File: src/rtl/rocks_pkg.sv
// Shared rock-pool types, default geometry and wrap/clamp helpers.
// Structs use fixed maximum field widths so one definition serves every parameterisation.
package rocks_pkg;
  localparam int COORD_MAX   = 16;
  localparam int MAG_MAX     = 4;
  localparam int DEF_R_LARGE = 12;
  localparam int DEF_R_SMALL = 6;
  localparam int DEF_CUT     = 2;

  typedef enum logic {
    LARGE = 1'b0,
    SMALL = 1'b1
  } rock_size_e;

  typedef struct packed {
    logic               neg;
    logic [MAG_MAX-1:0] mag;
  } vel_t;

  typedef struct packed {
    logic                 active;
    rock_size_e           size;
    logic [COORD_MAX-1:0] x;
    logic [COORD_MAX-1:0] y;
    vel_t                 vx;
    vel_t                 vy;
  } slot_t;

  // One step never exceeds the modulus, so a single add/subtract restores range.
  function automatic logic [COORD_MAX-1:0] wrap_step(input logic [COORD_MAX-1:0] p,
                                                     input vel_t v, input int modulus);
    int n;
    n = int'(p);
    if (v.neg) n = n - int'(v.mag);
    else       n = n + int'(v.mag);
    if (n >= modulus)  n = n - modulus;
    else if (n < 0)    n = n + modulus;
    return COORD_MAX'(n);
  endfunction

  function automatic logic [COORD_MAX-1:0] clamp_coord(input logic [COORD_MAX-1:0] p,
                                                       input int modulus);
    if (int'(p) >= modulus) return COORD_MAX'(modulus - 1);
    return p;
  endfunction
endpackage

File: src/rtl/rock_slot.sv
// One rock slot: state register, per-frame wrapped motion, combinational scan coverage.
// ROCK_SPLIT_EN adds the shrink command and exports full slot state for child creation.
module rock_slot import rocks_pkg::*; #(
  parameter int COORD_W  = 10,
  parameter int SCREEN_W = 640,
  parameter int SCREEN_H = 480,
  parameter int R_LARGE  = DEF_R_LARGE,
  parameter int R_SMALL  = DEF_R_SMALL,
  parameter int CUT      = DEF_CUT
) (
  input  logic               clk,
  input  logic               reset,
  input  logic               i_load,
  input  slot_t              i_load_st,
  input  logic               i_free,
  input  logic               i_move,
`ifdef ROCK_SPLIT_EN
  input  logic               i_shrink,
  output slot_t              o_st,
`endif
  input  logic [COORD_W-1:0] i_px,
  input  logic [COORD_W-1:0] i_py,
  output logic               o_active,
  output logic               o_cover
);
  slot_t r_st;
  int    w_dx;
  int    w_dy;
  int    w_r;

  always_ff @(posedge clk) begin
    if (reset) begin
      r_st <= '0;
    end else if (i_load) begin
      r_st <= i_load_st;
    end else if (i_free) begin
      r_st.active <= 1'b0;
`ifdef ROCK_SPLIT_EN
    end else if (i_shrink) begin
      r_st.size   <= SMALL;
      r_st.vx.neg <= ~r_st.vx.neg;
`endif
    end else if (i_move && r_st.active) begin
      r_st.x <= wrap_step(r_st.x, r_st.vx, SCREEN_W);
      r_st.y <= wrap_step(r_st.y, r_st.vy, SCREEN_H);
    end
  end

  // Plain distance, no wrap: a rock straddling an edge is clipped rather than mirrored.
  always_comb begin
    w_dx = int'(i_px) - int'(r_st.x);
    if (w_dx < 0) w_dx = -w_dx;
    w_dy = int'(i_py) - int'(r_st.y);
    if (w_dy < 0) w_dy = -w_dy;
    w_r = (r_st.size == LARGE) ? R_LARGE : R_SMALL;
    o_cover = r_st.active && (int'(i_px) < SCREEN_W) && (int'(i_py) < SCREEN_H) &&
              (((w_dx < w_r) && (w_dy < w_r - CUT)) || ((w_dx < w_r - CUT) && (w_dy < w_r)));
  end

  assign o_active = r_st.active;
`ifdef ROCK_SPLIT_EN
  assign o_st = r_st;
`endif
endmodule

File: src/rtl/rock_field.sv
// Pool of NUM_ROCKS rock slots: spawn handshake, hit arbitration, 1-cycle registered render.
// ROCK_SPLIT_EN: a hit LARGE rock shrinks and spawns a SMALL child; otherwise it is freed.
module rock_field import rocks_pkg::*; #(
  parameter int NUM_ROCKS = 8,
  parameter int COORD_W   = 10,
  parameter int SPEED_W   = 2,
  parameter int SCREEN_W  = 640,
  parameter int SCREEN_H  = 480,
  parameter int R_LARGE   = DEF_R_LARGE,
  parameter int R_SMALL   = DEF_R_SMALL,
  parameter int CUT       = DEF_CUT
) (
  input  logic                         clk,
  input  logic                         reset,
  input  logic                         frame_tick,
  input  logic                         spawn_valid,
  output logic                         spawn_ready,
  input  logic [COORD_W-1:0]           spawn_x,
  input  logic [COORD_W-1:0]           spawn_y,
  input  logic [SPEED_W:0]             spawn_vx,
  input  logic [SPEED_W:0]             spawn_vy,
  input  logic                         hit_valid,
  input  logic [$clog2(NUM_ROCKS)-1:0] hit_slot,
  input  logic [COORD_W-1:0]           px,
  input  logic [COORD_W-1:0]           py,
  output logic                         pixel,
  output logic [$clog2(NUM_ROCKS)-1:0] pixel_slot,
  output logic [NUM_ROCKS-1:0]         active_mask,
  output logic [$clog2(NUM_ROCKS):0]   active_count
);
  localparam int SW = $clog2(NUM_ROCKS);
  localparam int CW = SW + 1;

  logic [NUM_ROCKS-1:0] w_cover;
  logic [NUM_ROCKS-1:0] w_load;
  logic [NUM_ROCKS-1:0] w_free;
  logic [NUM_ROCKS-1:0] w_move;
  logic [NUM_ROCKS-1:0] w_hit_sel;
  logic                 w_free_any;
  logic [SW-1:0]        w_free_idx;
  logic                 w_spawn_fire;
  logic                 w_child_vld;
  slot_t                w_spawn_st;
  slot_t                w_child_st;
  slot_t                w_load_st;
  logic                 w_pix_any;
  logic [SW-1:0]        w_pix_idx;
  logic                 r_pixel;
  logic [SW-1:0]        r_pixel_slot;

  always_comb begin
    for (int i = 0; i < NUM_ROCKS; i++) begin
      w_hit_sel[i] = hit_valid && (hit_slot == SW'(i)) && active_mask[i];
    end
  end

  always_comb begin
    w_free_any = 1'b0;
    w_free_idx = '0;
    for (int i = NUM_ROCKS - 1; i >= 0; i--) begin
      if (!active_mask[i]) begin
        w_free_any = 1'b1;
        w_free_idx = SW'(i);
      end
    end
  end

  // Any hit command, even on an idle slot, owns the cycle and stalls spawn.
  assign spawn_ready  = w_free_any && !hit_valid;
  assign w_spawn_fire = spawn_valid && spawn_ready;

  always_comb begin
    w_spawn_st        = '0;
    w_spawn_st.active = 1'b1;
    w_spawn_st.size   = LARGE;
    w_spawn_st.x      = clamp_coord(COORD_MAX'(spawn_x), SCREEN_W);
    w_spawn_st.y      = clamp_coord(COORD_MAX'(spawn_y), SCREEN_H);
    w_spawn_st.vx.neg = spawn_vx[SPEED_W];
    w_spawn_st.vx.mag = MAG_MAX'(spawn_vx[SPEED_W-1:0]);
    w_spawn_st.vy.neg = spawn_vy[SPEED_W];
    w_spawn_st.vy.mag = MAG_MAX'(spawn_vy[SPEED_W-1:0]);
  end

`ifdef ROCK_SPLIT_EN
  slot_t                w_st [NUM_ROCKS];
  slot_t                w_parent_st;
  logic [NUM_ROCKS-1:0] w_large;
  logic [NUM_ROCKS-1:0] w_shrink;

  always_comb begin
    w_parent_st = '0;
    for (int i = 0; i < NUM_ROCKS; i++) begin
      w_large[i] = (w_st[i].size == LARGE);
      if (w_hit_sel[i]) w_parent_st = w_st[i];
    end
    w_shrink          = w_hit_sel & w_large;
    w_free            = w_hit_sel & ~w_large;
    w_child_vld       = (|w_shrink) && w_free_any;
    w_child_st        = w_parent_st;
    w_child_st.active = 1'b1;
    w_child_st.size   = SMALL;
    w_child_st.vy.neg = ~w_parent_st.vy.neg;
  end
`else
  always_comb begin
    w_free      = w_hit_sel;
    w_child_vld = 1'b0;
    w_child_st  = '0;
  end
`endif

  // Spawn and child creation are exclusive: spawn_ready is low whenever a hit is present.
  always_comb begin
    w_load_st = w_child_vld ? w_child_st : w_spawn_st;
    for (int i = 0; i < NUM_ROCKS; i++) begin
      w_load[i] = (w_spawn_fire || w_child_vld) && (w_free_idx == SW'(i));
      w_move[i] = frame_tick && !w_hit_sel[i];
    end
  end

  for (genvar g = 0; g < NUM_ROCKS; g++) begin : g_slot
    rock_slot #(
      .COORD_W  (COORD_W),
      .SCREEN_W (SCREEN_W),
      .SCREEN_H (SCREEN_H),
      .R_LARGE  (R_LARGE),
      .R_SMALL  (R_SMALL),
      .CUT      (CUT)
    ) u_slot (
      .clk       (clk),
      .reset     (reset),
      .i_load    (w_load[g]),
      .i_load_st (w_load_st),
      .i_free    (w_free[g]),
      .i_move    (w_move[g]),
`ifdef ROCK_SPLIT_EN
      .i_shrink  (w_shrink[g]),
      .o_st      (w_st[g]),
`endif
      .i_px      (px),
      .i_py      (py),
      .o_active  (active_mask[g]),
      .o_cover   (w_cover[g])
    );
  end

  always_comb begin
    w_pix_any = |w_cover;
    w_pix_idx = '0;
    for (int i = NUM_ROCKS - 1; i >= 0; i--) begin
      if (w_cover[i]) w_pix_idx = SW'(i);
    end
  end

  always_comb begin
    active_count = '0;
    for (int i = 0; i < NUM_ROCKS; i++) begin
      active_count = active_count + CW'(active_mask[i]);
    end
  end

  always_ff @(posedge clk) begin
    if (reset) begin
      r_pixel      <= 1'b0;
      r_pixel_slot <= '0;
    end else begin
      r_pixel      <= w_pix_any;
      r_pixel_slot <= w_pix_idx;
    end
  end

  assign pixel      = r_pixel;
  assign pixel_slot = r_pixel_slot;
endmodule

File: config.mk
export PLATFORM = sky130hd
export DESIGN_NAME = rock_field
export DESIGN_NICKNAME = d
export VERILOG_FILES = /design/src/rtl/rocks_pkg.sv /design/src/rtl/rock_slot.sv /design/src/rtl/rock_field.sv
export SDC_FILE = /design/constraint.sdc
export NUM_CORES = 2
export LEC_CHECK = 0
export BUFFER_PORTS_ARGS = -buffer_cell sky130_fd_sc_hd__buf_2
export CORE_MARGIN = 1
export CORE_UTILIZATION = 50
export DETAILED_ROUTE_END_ITERATION = 7
export GPL_TIMING_DRIVEN = 0
export HOLD_SLACK_MARGIN = 0.02
export PLACE_DENSITY = 0.68
export SKIP_CTS_REPAIR_TIMING = 1
export SKIP_LAST_GASP = 1
export SYNTH_ARGS = -nofsm -noshare
export SYNTH_HDL_FRONTEND = slang
export SYNTH_HIERARCHICAL = 1
export SYNTH_SLANG_ARGS = --single-unit
File: constraint.sdc
create_clock -name clk -period 9.72 [get_ports clk]
set_input_delay 0.486 -clock clk [delete_from_list [all_inputs] [get_ports clk]]
set_output_delay 0.486 -clock clk [all_outputs]
set_load 0.1 [all_outputs]
; ---- After elaboration in Yosys (flattened, before gate mapping)
; Cells that the tools add are included.
[op_classes]
muxes = 197
add_sub_neg = 103
order_cmp = 84
eq_ne = 22
reduce_logical = 129
[op_table]
columns = operator, n
row1 = $mux 32, 120
row2 = $lt 32x1->1 const B, 32
row3 = $lt 32x5->1 const B, 32
row4 = $mux 16, 36
row5 = $neg 32->32, 16
row6 = $add 16x2->17, 16
row7 = $sub 10x16->17, 16
row8 = $sub 16x2->17, 16
row9 = $ge 32x10->1 const B, 8
row10 = $ge 32x11->1 const B, 8
row11 = $add 16x10->16 const B, 8
row12 = $add 16x11->16 const B, 8
row13 = $sub 16x10->16 const B, 8
row14 = $sub 16x11->16 const B, 8
row15 = $logic_and 1x1->1, 82
row16 = $mux 3, 12
row17 = $reduce_bool 2->1, 16
row18 = $mux 1, 27
row19 = $eq 3x3->1 const B, 8
row20 = $add 4x1->4, 4
row21 = $ne 2x1->1 const B, 8
row22 = $reduce_and 2->1, 8
row23 = $eq 3x2->1 const B, 4
row24 = $ge 10x10->1 const B, 1
row25 = other kinds (15), 33
[word_totals]
out_inout_bits = 17
wordCells = 595
input_bits = 54
register_bits = 316

; ---- Logic depth before layout (Yosys ltp)
[depth]
word_depth = 19
depth_mapped = 21

; ---- Hierarchy
; Netlist, hierarchy kept.
[modules_own_cells]
columns = mod, cells_each, area_per_inst_um2, seq_area_each_um2, instances
row1 = rock_slot at g_slot[0].u_slot ..., 946, 6822.8, 880.8, 7
row2 = rock_slot at g_slot[6].u_slot, 949, 6722.7, 880.8, 1
row3 = rock_field, 109, 758.2, 80.1, 1

; ---- Least setup slack after synthesis
; No wires, ideal clock.
[synth_path]
kind = flip-flop to output port
start = register g_slot[1].u_slot.r_st, in the netlist g_slot[1].u_slot/o_active
end = output port active_count[2]
stages_incl_launch_ff = 10
arrival_ns = 4.770
required_ns = 9.234
path_slack_ns = 4.464
path_buffers = 0
path_cell_list = dfxtp_1 fa_1 inv_1 fa_1 fa_1 inv_1 ha_1 inv_1 fa_1 xnor2_1
[synth_via]
elab_chain_len = 7
[synth_lines]
columns = item, line
row1 = start: declaration, rock_slot.sv:26  ; slot_t r_st;
row2 = start signal: assignment, rock_slot.sv:35  ; r_st <= i_load_st;
row3 = $add 1x1->2, rock_field.sv:158  ; active_count = active_count + CW'(active_mask[i]);
row4 = $add 2x1->3, rock_field.sv:158
row5 = $add 3x1->4, rock_field.sv:158
row6 = $add 4x1->4 (4 in a row), rock_field.sv:158
row7 = end: declaration, rock_field.sv:29  ; output logic [$clog2(NUM_ROCKS):0] active_count
; Every way passes these cells.

; ---- Final worst setup path
[layout_path]
start = input port py[0]
end = register r_pixel_slot[0], in the netlist pixel_slot[0]
[layout_via]
word_cells_on_any_way = 97
classes_between = add/sub (16) / order compare (25) / mux (15) / reduce/logical (41)
[layout_rtl]
columns = item, line
row1 = start: declaration, rock_field.sv:25  ; input logic [COORD_W-1:0] py,
row2 = $sub 10x16->17, rock_slot.sv:53  ; w_dy = int'(i_py) - int'(r_st.y);
row3 = $neg 32->32 or $lt 32x1->1 (tied branches), rock_slot.sv:54  ; if (w_dy < 0) w_dy = -w_dy;
row4 = $mux 32, rock_slot.sv:54
row5 = $lt 32x5->1, rock_slot.sv:57  ; (((w_dx < w_r) && (w_dy < w_r - CUT)) || ((w_dx < w_r - CUT) && (w_dy < w_r)));
row6 = $logic_and 1x1->1, rock_slot.sv:57
row7 = $logic_or 1x1->1, rock_slot.sv:57
row8 = $logic_and 1x1->1 *, rock_slot.sv:56  ; o_cover = r_st.active && (int'(i_px) < SCREEN_W) && (int'(i_py) < SCREEN_H) &&
row9 = net w_cover[1], rock_field.sv:34  ; logic [NUM_ROCKS-1:0] w_cover;
row10 = $mux 1 *, rock_field.sv:151  ; if (w_cover[i]) w_pix_idx = SW'(i);
row11 = end signal: assignment, rock_field.sv:168  ; r_pixel_slot <= w_pix_idx;
row12 = end: declaration, rock_field.sv:49  ; logic [SW-1:0] r_pixel_slot;
; The timed path passes the listed nets; every way through them passes the cells marked *.
; A chain may end at the register's enable or synchronous reset.

==> impl_metrics.json <==
{
  "power.static_leakage_nw": 21.9,
  "cp_data_arrival_time_ps": 6740,
  "relSlewSlack": -0.0684,
  "grt_use_total": 0.353,
  "path_buf_inv": 3,
  "peakVddDrop_mv": 0.119,
  "worst_slack_ps": 3480,
  "cts_root_buffer": "clkbuf_16",
  "violations": "max-capacitance violations, max-slew violations",
  "dieArea_um2": 112000,
  "rows": 121,
  "powerDensity_nw_per_um2": 85.1,
  "path_class": "input port to flip-flop",
  "pwr-share-seq": 0.293,
  "netSwitchingFraction": 0.360,
  "crit_family": "simple AND/OR/NAND/NOR gates",
  "synthDistinctLibCells": 120,
  "synth_seq_area_share": 0.129,
  "max_freq_mhz": 160,
  "fin_crit_sh": 0.642,
  "synth_top_cell_by_area": "dfxtp_1",
  "synth_edf_count": 0,
  "setup_viol": 0,
  "min_path_type": "input port to flip-flop",
  "p_switching_mw": 1.83,
  "final_layout_size_suffix_gt1_frac": 0.0697,
  "wirelength_um": 207000,
  "rsz0062_at_grt": "no",
  "crit_path_max_incr_delay_ps": 970,
  "pre_cts_ws_ps": 3040,
  "tns_ps": 0,
  "max-cap-violations": 5,
  "routed-via-count": 61300,
  "place_congestion": 0.994,
  "vias_per_cell": 6.47,
  "finalCriticalPeriod_ps": 6240,
  "grt_pass1_vias": 54700,
  "crit_chain": "buf_2 -> inv_1 -> ha_1 -> fa_1 -> nand2b_1 -> a211oi_1 -> o211a_1 -> o21a_1 -> buf_2 -> nor2_1 -> xnor2_1 -> ha_1 -> or2_2 -> a211oi_1 -> a21oi_1 -> a31oi_1 -> a31oi_1 -> or4_1 -> nor4_1 -> nor2_1 -> a2111oi_1",
  "hold_depth": 4,
  "cts_made_buffers": 47,
  "synth.area.top_cells": "dfxtp_1, ha_1, xnor2_1",
  "port_buffers": 70,
  "yosysWarnings": 6,
  "cts.sinks": 356,
  "gr-total-overflow": 0,
  "synthCells": 7680,
  "grt_pass1_wl_um": 315000,
  "syn_to_final_growth_pct": 8.34,
  "syn_area_per_cell_um2": 7.19,
  "ant_nets": 0,
  "finalMaxSlewViolations": 45,
  "hpwlAfterDp_um": 153000,
  "worstRegToRegCells": 19,
  "antenna_found_initial": 17,
  "initial_core_util": 0.506,
  "nets": 8445,
  "io_pins": 71,
  "crit_slowest_cell": "nor4_1",
  "skew_ps": 22.3,
  "total_power_mw": 5.09,
  "core_um2": 109000,
  "synth_ff_type": "dfxtp_1",
  "worst-path-max-fanout": 10,
  "synth_top_area_frac": 0.129,
  "cts_max_path_buffers": 3,
  "required_ps": 10220,
  "die_w_um": 334,
  "status": "complete, but fails checks",
  "insertion_delay_ps": 630,
  "p_int_mw": 3.26,
  "finalHoldViolCount": 0,
  "cts_tree": "done",
  "routedWlPerCell_um": 21.8,
  "tightest_slew_ps": 1600,
  "htree_levels": 2,
  "ys_ff_latch": 356,
  "combPwrFrac": 0.311,
  "path_clk_slew_ps": 60,
  "start_kind": "input port",
  "post-route-drc-count": 0,
  "grt_max_degree": 26,
  "async_flop_share": 0,
  "die_h_um": 334,
  "pwr-share-clk": 0.396,
  "drt-pass1-iter-count": 6,
  "setup.worst_path.end_class": "flip-flop",
  "synthesis.area_um2": 55200,
  "first_iter_violations": 7119,
  "path_depth": 21
}
[per-layer routing]
layer | GRT usage | vias to the layer above | share of wire
met1 | 0.483 | 29100 | 0.42
met4 | 0.171 | 8 | 0.048
met3 | 0.0714 | 506 | 0.11
met2 | 0.527 | 2869 | 0.42
li1 | - | 28900 | -
met5 | 0 | - | 0.00026
[state kept, by name (all words and copies together) (netlist names)]
name                    cells
g_slot.u_slot/r_st        344
g_slot.u_slot/o_active      8
pixel_slot                  3
pixel                       1
[final timing paths]
path / start / endpoint / slack, ps
worst max-delay path: py[0] / pixel_slot[0] / 3480
worst max register to register: g_slot[1].u_slot/r_st[10] / pixel_slot[0] / 3780
worst min-delay path: spawn_x[9] / g_slot[6].u_slot/r_st[33] / 420
worst min register to register: g_slot[3].u_slot/r_st[8] / g_slot[3].u_slot/r_st[8] / 530
[synth_stat cells (all sizes together) (98+ instances only)]
cell type / n
nor2: 833
a21oi: 589
nand2: 530
o21ai: 510
inv: 467
ha: 387
xnor2: 387
dfxtp: 356
clkbuf: 248
mux2i: 184
nand3: 184
nor3: 168
nor4: 155
or3: 154
nor2b: 142
and3: 134
o211ai: 134
o21a: 127
buf: 119
nand2b: 119
xor2: 118
a211oi: 117
a31oi: 98
[cells in the final DEF (no fill, tap or decap), drive strengths merged, types with 42 or more instances in the layout]
| cell type | n |
|---|---|
| a2111oi | 46 |
| o2111ai | 43 |
| buf | 192 |
| mux2i | 184 |
| ha | 387 |
| o311ai | 42 |
| a21o | 68 |
| o31a | 43 |
| a211oi | 117 |
| or2 | 88 |
| nand2 | 530 |
| xor2 | 118 |
| nor2b | 142 |
| o22ai | 71 |
| nand3b | 64 |
| and2 | 63 |
| a311oi | 48 |
| conb | 152 |
| nand4 | 76 |
| inv | 470 |
| o211ai | 134 |
| or3 | 154 |
| nor3 | 168 |
| nor2 | 833 |
| a21oi | 589 |
| and3 | 134 |
| dfxtp | 356 |
| o21ai | 510 |
| o21a | 127 |
| nand2b | 119 |
| xnor2 | 387 |
| nor4 | 155 |
| a31oi | 98 |
| clkbuf | 307 |
| or4 | 61 |
| fa | 52 |
| o31ai | 62 |
| nand3 | 184 |
[cell families after synthesis]
logic type / synth area share
flops: 0.129
buf+inv: 0.0617
fa+ha+maj: 0.107
other cells: 0.000136
xor+xnor: 0.0810
compound gates: 0.290
mux: 0.0354
simple gates: 0.296
[tightest hold or removal path: stages]
cell      delay (ps)
buf_2            130
nor2b_4          180
inv_1            100
a221oi_1          70
[through the flow]
step | hold WS (ps) | instance area, um^2 | utilization | cells
after floorplan | 490 | 55800 | - | 7830
after global placement | 508 | 58000 | 0.531 | 9376
after detailed placement | 519 | 58100 | 0.532 | 9379
after CTS | 391 | 59800 | 0.548 | 9465
after global routing | 410 | 59800 | 0.548 | 9465
final | 421 | 59800 | 0.548 | 9481
[power by group through the flow]
stage                     combinational [mW]  clock (mW)  sequential (mW)
after floorplan                         1.12           0             1.52
after detailed placement                1.53           0             1.53
after CTS                               1.54        2.03             1.49
after global routing                    1.72        2.09             1.50
after global placement                  1.50           0             1.52
final                                   1.58        2.02             1.49
[cell type report]
class                   instances  area, um^2
repair buffers                 73         393
fillers                     10700       49300
clock buffers                  59        1310
multi-input cells            6619       45300
well taps                    1476        1850
inverters                     488        1830
flip-flops and latches        356        7130
plain buffers                 367        1580
clock inverters                27         420
diodes                         16        40.0
No activity file was read; power rests on OpenSTA's default activity.
